### config.mk
export PLATFORM = sky130hd
export DESIGN_NAME = debug_halt_ctrl_flat
export DESIGN_NICKNAME = d
export VERILOG_FILES = /design/src/rtl/debug_halt_ctrl_pkg.sv /design/src/rtl/debug_halt_ctrl_if.sv /design/src/rtl/debug_halt_ctrl_drain_timer.sv /design/src/rtl/debug_halt_ctrl.sv /design/src/flat_wrapper.sv
export SDC_FILE = /design/constraint.sdc
export NUM_CORES = 1
export LEC_CHECK = 0
export ABC_AREA = 1
export CAP_MARGIN = 20
export CORE_MARGIN = 2
export CORE_UTILIZATION = 35
export CTS_BUF_LIST = sky130_fd_sc_hd__clkbuf_2 sky130_fd_sc_hd__clkbuf_4 sky130_fd_sc_hd__clkbuf_8
export DETAILED_ROUTE_END_ITERATION = 7
export GPL_TIMING_DRIVEN = 0
export PLACE_DENSITY = 0.75
export SYNTH_ARGS = -nofsm -noshare
export SYNTH_HDL_FRONTEND = slang
export SYNTH_HIERARCHICAL = 1
export SYNTH_SLANG_ARGS = --single-unit
### constraint.sdc
create_clock -name clk_i -period 1.4 [get_ports clk_i]
set_input_delay 0.28 -clock clk_i [delete_from_list [all_inputs] [get_ports clk_i]]
set_output_delay 0.28 -clock clk_i [all_outputs]
set_load 0.01 [all_outputs]
### src/rtl/debug_halt_ctrl_pkg.sv
// Shared types and cause codes for the hart-side debug halt/resume sequencer.
package debug_halt_ctrl_pkg;

  typedef enum logic [2:0] {
    StRunning,
    StFlush,
    StDrain,
    StHalted,
    StResume,
    StStep
  } dbg_state_e;

  localparam logic [2:0] CAUSE_NONE    = 3'd0;
  localparam logic [2:0] CAUSE_EBREAK  = 3'd1;
  localparam logic [2:0] CAUSE_HALTREQ = 3'd3;
  localparam logic [2:0] CAUSE_STEP    = 3'd4;

  // ebreak outranks haltreq, which outranks a completed step.
  function automatic logic [2:0] halt_cause(input logic ebreak, input logic haltreq);
    if (ebreak) begin
      return CAUSE_EBREAK;
    end else if (haltreq) begin
      return CAUSE_HALTREQ;
    end
    return CAUSE_STEP;
  endfunction

endpackage

### src/rtl/debug_halt_ctrl_if.sv
// Signals between the debug halt sequencer and the DM/pipeline side.
interface debug_halt_ctrl_if #(
  parameter int unsigned XLEN = 32
) ();

  logic            haltreq;
  logic            resumereq;
  logic            ebreak_hit;
  logic            step_en;
  logic            retire_valid;
  logic [XLEN-1:0] halt_pc;
  logic            empty_core;
  logic            dpc_we;
  logic [XLEN-1:0] dpc_wdata;

  logic            debug_on;
  logic            flush_flag;
  logic            halted;
  logic            running;
  logic            resumeack;
  logic            redirect_vld;
  logic [XLEN-1:0] redirect_pc;
  logic [XLEN-1:0] dpc;
  logic [2:0]      dcause;
  logic            halt_err;

  // DM and pipeline side.
  modport master (
    output haltreq, resumereq, ebreak_hit, step_en, retire_valid, halt_pc,
           empty_core, dpc_we, dpc_wdata,
    input  debug_on, flush_flag, halted, running, resumeack, redirect_vld,
           redirect_pc, dpc, dcause, halt_err
  );

  // Sequencer side.
  modport slave (
    input  haltreq, resumereq, ebreak_hit, step_en, retire_valid, halt_pc,
           empty_core, dpc_we, dpc_wdata,
    output debug_on, flush_flag, halted, running, resumeack, redirect_vld,
           redirect_pc, dpc, dcause, halt_err
  );

endinterface

### src/rtl/debug_halt_ctrl_drain_timer.sv
// Saturating drain-cycle counter; expired_o flags the last allowed drain cycle.
module debug_halt_ctrl_drain_timer #(
  parameter int unsigned DRAIN_TIMEOUT = 64
) (
  input  logic clk_i,
  input  logic rst_i,
  input  logic clear_i,
  input  logic en_i,
  output logic expired_o
);

  localparam int unsigned WIDTH = $clog2(DRAIN_TIMEOUT);
  localparam logic [WIDTH-1:0] LastCnt = WIDTH'(DRAIN_TIMEOUT - 1);

  logic [WIDTH-1:0] cnt_q, cnt_d;

  always_comb begin
    cnt_d = cnt_q;
    if (clear_i) begin
      cnt_d = '0;
    end else if (en_i && (cnt_q != LastCnt)) begin
      cnt_d = cnt_q + 1'b1;
    end
  end

  always_ff @(posedge clk_i) begin
    if (rst_i) begin
      cnt_q <= '0;
    end else begin
      cnt_q <= cnt_d;
    end
  end

  assign expired_o = (cnt_q == LastCnt);

endmodule

### src/rtl/debug_halt_ctrl.sv
// Halt/resume sequencer: turns haltreq/ebreak/step into flush + drain, tracks
// halted/running, owns dpc/dcause and issues the resume redirect.
module debug_halt_ctrl
  import debug_halt_ctrl_pkg::*;
#(
  parameter int unsigned XLEN          = 32,
  parameter int unsigned DRAIN_TIMEOUT = 64
) (
  input logic               clk_i,
  input logic               rst_i,
  debug_halt_ctrl_if.slave  bus_io
);

  dbg_state_e      state_q, state_d;
  logic [XLEN-1:0] dpc_q, dpc_d;
  logic [2:0]      dcause_q, dcause_d;
  logic            step_q, step_d;
  logic            halt_err_q, halt_err_d;

  logic debug_on_q, flush_q, halted_q, running_q, resumeack_q, redirect_q;

  logic timer_clear, timer_en, timer_expired;

  debug_halt_ctrl_drain_timer #(
    .DRAIN_TIMEOUT(DRAIN_TIMEOUT)
  ) u_drain_timer (
    .clk_i    (clk_i),
    .rst_i    (rst_i),
    .clear_i  (timer_clear),
    .en_i     (timer_en),
    .expired_o(timer_expired)
  );

  always_comb begin
    state_d     = state_q;
    dpc_d       = dpc_q;
    dcause_d    = dcause_q;
    step_d      = step_q;
    halt_err_d  = halt_err_q;
    timer_clear = 1'b0;
    timer_en    = 1'b0;

    case (state_q)
      StRunning: begin
        if (bus_io.ebreak_hit || bus_io.haltreq) begin
          state_d  = StFlush;
          dpc_d    = bus_io.halt_pc;
          dcause_d = halt_cause(bus_io.ebreak_hit, bus_io.haltreq);
        end
      end
      StFlush: begin
        state_d     = StDrain;
        timer_clear = 1'b1;
      end
      StDrain: begin
        timer_en = 1'b1;
        if (bus_io.empty_core) begin
          state_d = StHalted;
        end else if (timer_expired) begin
          state_d    = StHalted;
          halt_err_d = 1'b1;
        end
      end
      StHalted: begin
        if (bus_io.dpc_we) begin
          dpc_d = bus_io.dpc_wdata;
        end
        // A DM still asserting haltreq keeps the hart parked.
        if (bus_io.resumereq && !bus_io.haltreq) begin
          state_d = StResume;
          step_d  = bus_io.step_en;
        end
      end
      StResume: begin
        state_d = step_q ? StStep : StRunning;
      end
      StStep: begin
        if (bus_io.ebreak_hit || bus_io.haltreq || bus_io.retire_valid) begin
          state_d  = StFlush;
          dpc_d    = bus_io.halt_pc;
          dcause_d = halt_cause(bus_io.ebreak_hit, bus_io.haltreq);
        end
      end
      default: begin
        state_d = StRunning;
      end
    endcase
  end

  // Outputs are decoded from the next state so they line up with state_q.
  always_ff @(posedge clk_i) begin
    if (rst_i) begin
      state_q     <= StRunning;
      dpc_q       <= '0;
      dcause_q    <= CAUSE_NONE;
      step_q      <= 1'b0;
      halt_err_q  <= 1'b0;
      debug_on_q  <= 1'b0;
      flush_q     <= 1'b0;
      halted_q    <= 1'b0;
      running_q   <= 1'b1;
      resumeack_q <= 1'b0;
      redirect_q  <= 1'b0;
    end else begin
      state_q     <= state_d;
      dpc_q       <= dpc_d;
      dcause_q    <= dcause_d;
      step_q      <= step_d;
      halt_err_q  <= halt_err_d;
      debug_on_q  <= (state_d == StFlush) || (state_d == StDrain) || (state_d == StHalted);
      flush_q     <= (state_d == StFlush);
      halted_q    <= (state_d == StHalted);
      running_q   <= (state_d == StRunning) || (state_d == StStep);
      resumeack_q <= (state_d == StResume);
      redirect_q  <= (state_d == StResume);
    end
  end

  assign bus_io.debug_on     = debug_on_q;
  assign bus_io.flush_flag   = flush_q;
  assign bus_io.halted       = halted_q;
  assign bus_io.running      = running_q;
  assign bus_io.resumeack    = resumeack_q;
  assign bus_io.redirect_vld = redirect_q;
  assign bus_io.redirect_pc  = dpc_q;
  assign bus_io.dpc          = dpc_q;
  assign bus_io.dcause       = dcause_q;
  assign bus_io.halt_err     = halt_err_q;

endmodule

### src/flat_wrapper.sv
// flat-port wrapper written by rule: the top's interface ports become plain ports
module debug_halt_ctrl_flat import debug_halt_ctrl_pkg::*;
#(
  parameter int unsigned XLEN          = 32,
  parameter int unsigned DRAIN_TIMEOUT = 64
)
  (clk_i, rst_i, bus_io_haltreq, bus_io_resumereq, bus_io_ebreak_hit, bus_io_step_en, bus_io_retire_valid, bus_io_halt_pc, bus_io_empty_core, bus_io_dpc_we, bus_io_dpc_wdata, bus_io_debug_on, bus_io_flush_flag, bus_io_halted, bus_io_running, bus_io_resumeack, bus_io_redirect_vld, bus_io_redirect_pc, bus_io_dpc, bus_io_dcause, bus_io_halt_err);
  debug_halt_ctrl_if #(.XLEN(XLEN)) bus_io_i ();
  input logic clk_i;
  input logic rst_i;
  input wire logic [$bits(bus_io_i.haltreq)-1:0] bus_io_haltreq;
  input wire logic [$bits(bus_io_i.resumereq)-1:0] bus_io_resumereq;
  input wire logic [$bits(bus_io_i.ebreak_hit)-1:0] bus_io_ebreak_hit;
  input wire logic [$bits(bus_io_i.step_en)-1:0] bus_io_step_en;
  input wire logic [$bits(bus_io_i.retire_valid)-1:0] bus_io_retire_valid;
  input wire logic [$bits(bus_io_i.halt_pc)-1:0] bus_io_halt_pc;
  input wire logic [$bits(bus_io_i.empty_core)-1:0] bus_io_empty_core;
  input wire logic [$bits(bus_io_i.dpc_we)-1:0] bus_io_dpc_we;
  input wire logic [$bits(bus_io_i.dpc_wdata)-1:0] bus_io_dpc_wdata;
  output wire logic [$bits(bus_io_i.debug_on)-1:0] bus_io_debug_on;
  output wire logic [$bits(bus_io_i.flush_flag)-1:0] bus_io_flush_flag;
  output wire logic [$bits(bus_io_i.halted)-1:0] bus_io_halted;
  output wire logic [$bits(bus_io_i.running)-1:0] bus_io_running;
  output wire logic [$bits(bus_io_i.resumeack)-1:0] bus_io_resumeack;
  output wire logic [$bits(bus_io_i.redirect_vld)-1:0] bus_io_redirect_vld;
  output wire logic [$bits(bus_io_i.redirect_pc)-1:0] bus_io_redirect_pc;
  output wire logic [$bits(bus_io_i.dpc)-1:0] bus_io_dpc;
  output wire logic [$bits(bus_io_i.dcause)-1:0] bus_io_dcause;
  output wire logic [$bits(bus_io_i.halt_err)-1:0] bus_io_halt_err;
  assign bus_io_i.haltreq = bus_io_haltreq;
  assign bus_io_i.resumereq = bus_io_resumereq;
  assign bus_io_i.ebreak_hit = bus_io_ebreak_hit;
  assign bus_io_i.step_en = bus_io_step_en;
  assign bus_io_i.retire_valid = bus_io_retire_valid;
  assign bus_io_i.halt_pc = bus_io_halt_pc;
  assign bus_io_i.empty_core = bus_io_empty_core;
  assign bus_io_i.dpc_we = bus_io_dpc_we;
  assign bus_io_i.dpc_wdata = bus_io_dpc_wdata;
  assign bus_io_debug_on = bus_io_i.debug_on;
  assign bus_io_flush_flag = bus_io_i.flush_flag;
  assign bus_io_halted = bus_io_i.halted;
  assign bus_io_running = bus_io_i.running;
  assign bus_io_resumeack = bus_io_i.resumeack;
  assign bus_io_redirect_vld = bus_io_i.redirect_vld;
  assign bus_io_redirect_pc = bus_io_i.redirect_pc;
  assign bus_io_dpc = bus_io_i.dpc;
  assign bus_io_dcause = bus_io_i.dcause;
  assign bus_io_halt_err = bus_io_i.halt_err;
  debug_halt_ctrl #(.XLEN(XLEN), .DRAIN_TIMEOUT(DRAIN_TIMEOUT)) u_core (.clk_i(clk_i), .rst_i(rst_i), .bus_io(bus_io_i));
endmodule
==> results.sh, run 1 <==
export IMPL_status="finished with violations"
export IMPL_violations="setup timing"
export IMPL_cap_violations=0
export IMPL_avgViaCountPerCell=4.35
export IMPL_clk_latency_ps=300
export IMPL_root_buffer="clkbuf_8"
export IMPL_drt_iter0_drc=41
export IMPL_ios=147
export IMPL_die_area_mm2=0.00899
export IMPL_grt_max_degree=17
export IMPL_crit_buf_inv=3
export IMPL_setup_worst_path_start_class="flip-flop"
export IMPL_fp_row_count=33
export IMPL_ant_nets=0
export IMPL_slowest_stage="dfxtp_4"
export IMPL_hold_viol_final=0
export IMPL_fin_nets=718
export IMPL_grt_ovfl_total=0
export IMPL_synthesis_instances=471
export IMPL_synth_cell_types=28
export IMPL_die_h_um=94.8
export IMPL_crit_arrival_ps=1620
export IMPL_holdBufCountCts=0
export IMPL_p_per_area_mw_per_mm2=1140
export IMPL_tightest_slew_ps=249
export IMPL_start_util_pct=35.7
export IMPL_setup_worst_path_class="flip-flop to flip-flop"
export IMPL_finalSetupViolCount=2
export IMPL_critical_path_required_ps=1600
export IMPL_fin_ws_ps=-16.7
export IMPL_clk_path_buf_depth=2
export IMPL_syn_to_final_growth_pct=66.8
export IMPL_fin_tns_setup_ps=-18.0
export IMPL_final_area_mm2=0.00481
export IMPL_critPathTopFamily="simple AND/OR/NAND/NOR gates"
export IMPL_peakVddDrop_mv=0.544
export IMPL_relSlewSlack_pct=83.4
export IMPL_fin_util_pct=59.5
export IMPL_grt_usage_pct=19.5
export IMPL_p_leak_nw=2.71
export IMPL_slowest_delay_ps=380
export IMPL_rsz0062_at_grt="yes"
export IMPL_syn_area_per_cell_um2=6.13
export IMPL_gp_congestion=0.782
export IMPL_cts_sinks=51
export IMPL_max_freq_mhz=706
export IMPL_endpoint_kind="flip-flop"
export IMPL_numPortBuffers=146
export IMPL_coreArea_mm2=0.00809
export IMPL_path_clk_slew_ps=100
export IMPL_grt_pass1_vias=3101
export IMPL_cpMostUsedCell="nand2_1"
export IMPL_first_pass_iters=5
export IMPL_antenna_found_initial=0
export IMPL_period_needed_ps=1420
export IMPL_synth_seq_area_share_pct=35.4
export IMPL_syn_nets=545
export IMPL_diodes=0
export IMPL_die_w_um=94.8
export IMPL_cts_htree_levels=2
export IMPL_finalClockSkew_ps=6.97
export IMPL_finalCritPeriodShare_pct=101
export IMPL_num_vias=3259
export IMPL_grt_first_pass_wirelength_um=14000
export IMPL_yosysWarnings=6
export IMPL_synth_area_mm2=0.00289
export IMPL_drc=0
export IMPL_hp_class="input port to flip-flop"
export IMPL_crit_path_cell_trace="inv_2 -> buf_4 -> nand3_2 -> o21ai_4 -> nor2_8 -> buf_6 -> nand2_1 -> nand2_1 -> nor2_1"
export IMPL_drive_gt1_share_pct=21.9
export IMPL_wl_per_cell_um=11.8
export IMPL_finalWirelength_um=8830
export IMPL_slew_violations=0
export IMPL_numCtsBuffers=5
export IMPL_ys_ff_latch=51
export IMPL_dpl_cell_area_mm2=0.00448
export IMPL_cp_max_fo=7
export IMPL_hold_ws_ps=440
export IMPL_dp_hpwl_um=6400
export IMPL_cts_tree="done"
==> Yosys cell counts <==
master,count,share of area (%)
nand2_1,186,24
nor2_1,88,11
dfxtp_1,51,35
inv_1,51,6.6
buf_4,33,8.6
nand3_1,12,2.1
a21oi_1,8,1.4
buf_6,6,2.3
clkbuf_1,5,0.65
buf_2,4,0.69
inv_2,4,0.52
nand2_2,4,0.87
nand4_1,3,0.65
o21ai_0,2,0.35
a21boi_2,1,0.39
a21oi_2,1,0.30
a31oi_1,1,0.22
buf_1,1,0.13
clkinv_1,1,0.13
ha_1,1,0.43
nand3_2,1,0.35
nand3b_1,1,0.26
nor2_2,1,0.22
nor2_4,1,0.39
nor2_8,1,0.69
o21a_1,1,0.26
o21ai_1,1,0.17
o21ai_2,1,0.30
==> worst register-to-register path: stages, from the launching register on <==
cell,delay (ps)
dfxtp_4,380
inv_2,60
buf_4,140
nand3_2,100
o21ai_4,100
nor2_8,220
buf_6,150
nand2_1,50
nand2_1,70
nor2_1,40
==> final timing paths <==
path	to	start	slack, ps	depth (start not counted)
max reg2reg	u_core/bus_io.dpc[15]	u_core/state_q[2]	-20	9
max	u_core/bus_io.dpc[15]	u_core/state_q[2]	-20	9
min	u_core/bus_io.dcause[0]	bus_io_ebreak_hit	440	3
min reg2reg	u_core/bus_io.dcause[2]	u_core/bus_io.dcause[2]	470	2
==> placed cells by master, fill, tap and decap left out, types with 3 or more instances in the layout <==
master,count
nand2_2,5
buf_6,10
dlygate4sd2_1,76
dfxtp_4,3
nand2_1,183
dfxtp_2,31
buf_4,50
dfxtp_1,17
nor2_1,84
buf_2,5
nand4_1,3
clkdlybuf4s50_1,70
nor2_2,3
a21oi_1,7
nand3_2,3
nor2_4,4
inv_2,6
inv_1,49
nand3_1,9
clkbuf_8,5
==> power breakdown <==
group	internal, mW	switching [mW]
Sequential	1.77	0.209
Combinational	1.41	1.26
Clock	0.349	0.508
Total	3.52	1.98
==> layer usage <==
metal / GRT usage, % / wire length (um) / vias up
met3: 3.99 / 406 / 11
li1: - / - / 1704
met1: 22.9 / 3710 / 1467
met2: 35.3 / 4600 / 77
met4: 6.16 / 119 / 0
met5: 0 / 0 / -
==> kinds of logic (layout without fill, tap and decap cells) <==
kind of cell	count (synthesis)	in the layout	share of synthesized area [%]
compound gates	16	16	3.38
flops	51	51	35.4
fa+ha+maj	1	1	0.433
buf+inv	105	278	19.7
simple gates	298	299	41.1
==> per-stage QoR <==
| step | power [mW] | setup WS, ps | std cells |
|---|---|---|---|
| 5_1_grt | 5.93 | -119 | 750 |
| 2_1_floorplan | 3.37 | 64.9 | 471 |
| 6_report | 5.50 | -16.7 | 750 |
| 3_3_place_gp | 4.64 | -744 | 722 |
| 3_5_place_dp | 4.71 | -730 | 722 |
| 4_1_cts | 5.50 | -22.9 | 744 |
==> state kept, by name, indices dropped and copies added, names as in the netlist <==
name	flops
u_core/bus_io.dcause	3
u_core/bus_io.debug_on	1
u_core/bus_io.dpc	32
u_core/bus_io.flush_flag	1
u_core/bus_io.halt_err	1
u_core/bus_io.halted	1
u_core/bus_io.redirect_vld	1
u_core/bus_io.running	1
u_core/state_q	3
u_core/step_q	1
u_core/u_drain_timer/cnt_q	6
==> cell type report <==
| cell class | instances | area [um^2] |
|---|---|---|
| Buffer | 49 | 379 |
| Fill cell | 840 | 3280 |
| Tap cell | 105 | 131 |
| Multi-Input combinational cell | 316 | 1400 |
| Sequential cell | 51 | 1070 |
| Inverter | 56 | 211 |
| Clock inverter | 3 | 20.0 |
| Timing Repair Buffer | 165 | 1530 |
| Clock buffer | 5 | 68.8 |
==> timing repair <==
item | in CTS | in global routing
pin swaps | 6 | 8
cloned | 4 | 0
setup buffers | 10 | 6
resized for setup | 142 | 15
setup endpoints to repair | 116 | 43
Power figures use the tool's default switching activity.
==> run 2: changes to the inputs <==
Settings changed: ABC_CLOCK_PERIOD_IN_PS set to 1680, PLACE_DENSITY 0.75 to 0.72.
Clock period 1.4 ns to 1.68 ns, I/O delays scaled along.
==> results.sh, run 2 (same netlist as run 1, synthesis figures left out) <==
export IMPL_relSlewSlack_pct=69.9
export IMPL_reg2reg_to="u_core/bus_io.dpc[12]"
export IMPL_place_ws_ps=-529
export IMPL_cap_violations=0
export IMPL_p_total_mw=4.97
export IMPL_cts_htree_levels=2
export IMPL_start_util_pct=35.7
export IMPL_tightest_slew_ps=451
export IMPL_fin_nets=700
export IMPL_grt_usage_pct=17.1
export IMPL_holdBufCountCts=0
export IMPL_crit_start="u_core/bus_io.dpc[29]"
export IMPL_r2r_start="u_core/state_q[2]"
export IMPL_die_h_um=94.8
export IMPL_fp_row_count=33
export IMPL_dpl_cell_area_mm2=0.00448
export IMPL_wl_per_cell_um=10.8
export IMPL_finalClockSkew_ps=12.4
export IMPL_numPortBuffers=146
export IMPL_numCtsBuffers=5
export IMPL_cp_max_fo=3
export IMPL_layout_commonest_cell="nand2_1"
export IMPL_diodes=0
export IMPL_slowest_delay_ps=520
export IMPL_cts_sinks=51
export IMPL_p_per_area_mw_per_mm2=1050
export IMPL_avgViaCountPerCell=4.23
export IMPL_largest_reg_flops=32
export IMPL_r2r_setup_slack_ps=130
export IMPL_clk_path_buf_depth=2
export IMPL_grt_max_degree=17
export IMPL_syn_to_final_growth_pct=63.2
export IMPL_fin_tns_setup_ps=0
export IMPL_clk_latency_ps=310
export IMPL_setup_worst_path_start_class="flip-flop"
export IMPL_die_area_mm2=0.00899
export IMPL_ant_nets=0
export IMPL_gp_congestion=0.855
export IMPL_cts_tree="done"
export IMPL_ios=147
export IMPL_antenna_found_initial=0
export IMPL_hold_viol_final=0
export IMPL_r2r_cells=8
export IMPL_min_to="u_core/bus_io.dcause[2]"
export IMPL_peakVddDrop_mv=0.449
export IMPL_coreArea_mm2=0.00809
export IMPL_dp_hpwl_um=6060
export IMPL_hp_class="flip-flop to flip-flop"
export IMPL_period_needed_ps=1630
export IMPL_num_vias=3093
export IMPL_slew_violations=0
export IMPL_crit_path_cell_trace="buf_4 -> clkdlybuf4s50_1"
export IMPL_hp_start="u_core/bus_io.dcause[2]"
export IMPL_layout_common_cells="nand2_1 (185), clkdlybuf4s50_1 (142), nor2_1 (87)"
export IMPL_p_leak_nw=2.40
export IMPL_setup_worst_path_class="flip-flop to output port"
export IMPL_slowest_stage="clkdlybuf4s50_1"
export IMPL_fin_ws_ps=48.7
export IMPL_grt_first_pass_wirelength_um=12300
export IMPL_drive_gt1_share_pct=16.9
export IMPL_first_pass_iters=4
export IMPL_grt_ovfl_total=0
export IMPL_finalSetupViolCount=0
export IMPL_finalCritPeriodShare_pct=97.1
export IMPL_crit_arrival_ps=1300
export IMPL_endpoint_kind="output port"
export IMPL_grt_pass1_vias=2792
export IMPL_finalWirelength_um=7910
export IMPL_die_w_um=94.8
export IMPL_status="complete, no violations"
export IMPL_path_clk_slew_ps=100
export IMPL_drc=0
export IMPL_critical_path_required_ps=1340
export IMPL_nFillCells=819
export IMPL_final_area_mm2=0.00471
export IMPL_max_freq_mhz=613
export IMPL_holdPathStages=2
export IMPL_root_buffer="clkbuf_8"
export IMPL_drt_iter0_drc=55
-- run 2: metal layers --
layer	routed length [um]	track usage (%)	up-vias
met1	3360	19.9	1336
met3	456	4.31	7
met4	74	4.83	0
met5	0	0	-
li1	-	-	1666
met2	4020	31.0	84
-- run 2: cell type report --
type | instances | area (um^2) | area share (%)
multi-input combinational | 316 | 1330 | 28.3
buffer | 48 | 357 | 7.57
clock buffer | 5 | 68.8 | 1.46
tap | 105 | 131 | 2.79
sequential | 51 | 1060 | 22.5
timing repair buffer | 148 | 1480 | 31.5
inverter | 56 | 211 | 4.49
clock inverter | 3 | 67.6 | 1.43
-- run 2: worst max-delay path by stage --
stage / slack, ps / cells past startpoint / end
3_3_place_gp: -510 / 5 / u_core/bus_io.halted
2_1_floorplan: 340 / 11 / u_core/bus_io.debug_on
5_1_grt: -2 / 2 / bus_io_redirect_pc[29]
4_1_cts: 2 / 2 / bus_io_redirect_pc[31]
3_5_place_dp: -530 / 6 / u_core/bus_io.dpc[14]
6_report: 50 / 2 / bus_io_redirect_pc[29]
-- run 2: repair_timing --
item | 4_1_cts | 5_1_grt
resized for setup | 10 | 36
cloned | 0 | 1
endpoints found under the setup margin | 37 | 59
buffers inserted | 1 | 1
pin swaps | 1 | 1
-- run 2: worst max-delay path, delay by kind of cell, from the launching register on --
family / cells / cell delay (ps)
buffers and inverters: 2 / 630
flip-flops: 1 / 370
-- run 2: where the power goes --
group / internal, mW / total (mW) / switching (mW) / leakage (nW)
clock: 0.594 / 1.01 / 0.420 / 0.0644
sequential: 1.47 / 1.65 / 0.178 / 0.431
combinational: 1.32 / 2.30 / 0.980 / 1.91
total: 3.39 / 4.97 / 1.58 / 2.40
-- run 2: per-stage QoR --
step / hold slack [ps] / instances / util, %
after floorplan: 441 / 471 / -
after global placement: 453 / 722 / 55.3
after detailed placement: 456 / 722 / 55.3
after CTS: 473 / 730 / 57.3
after global routing: 488 / 732 / 58.2
final: 472 / 732 / 58.2
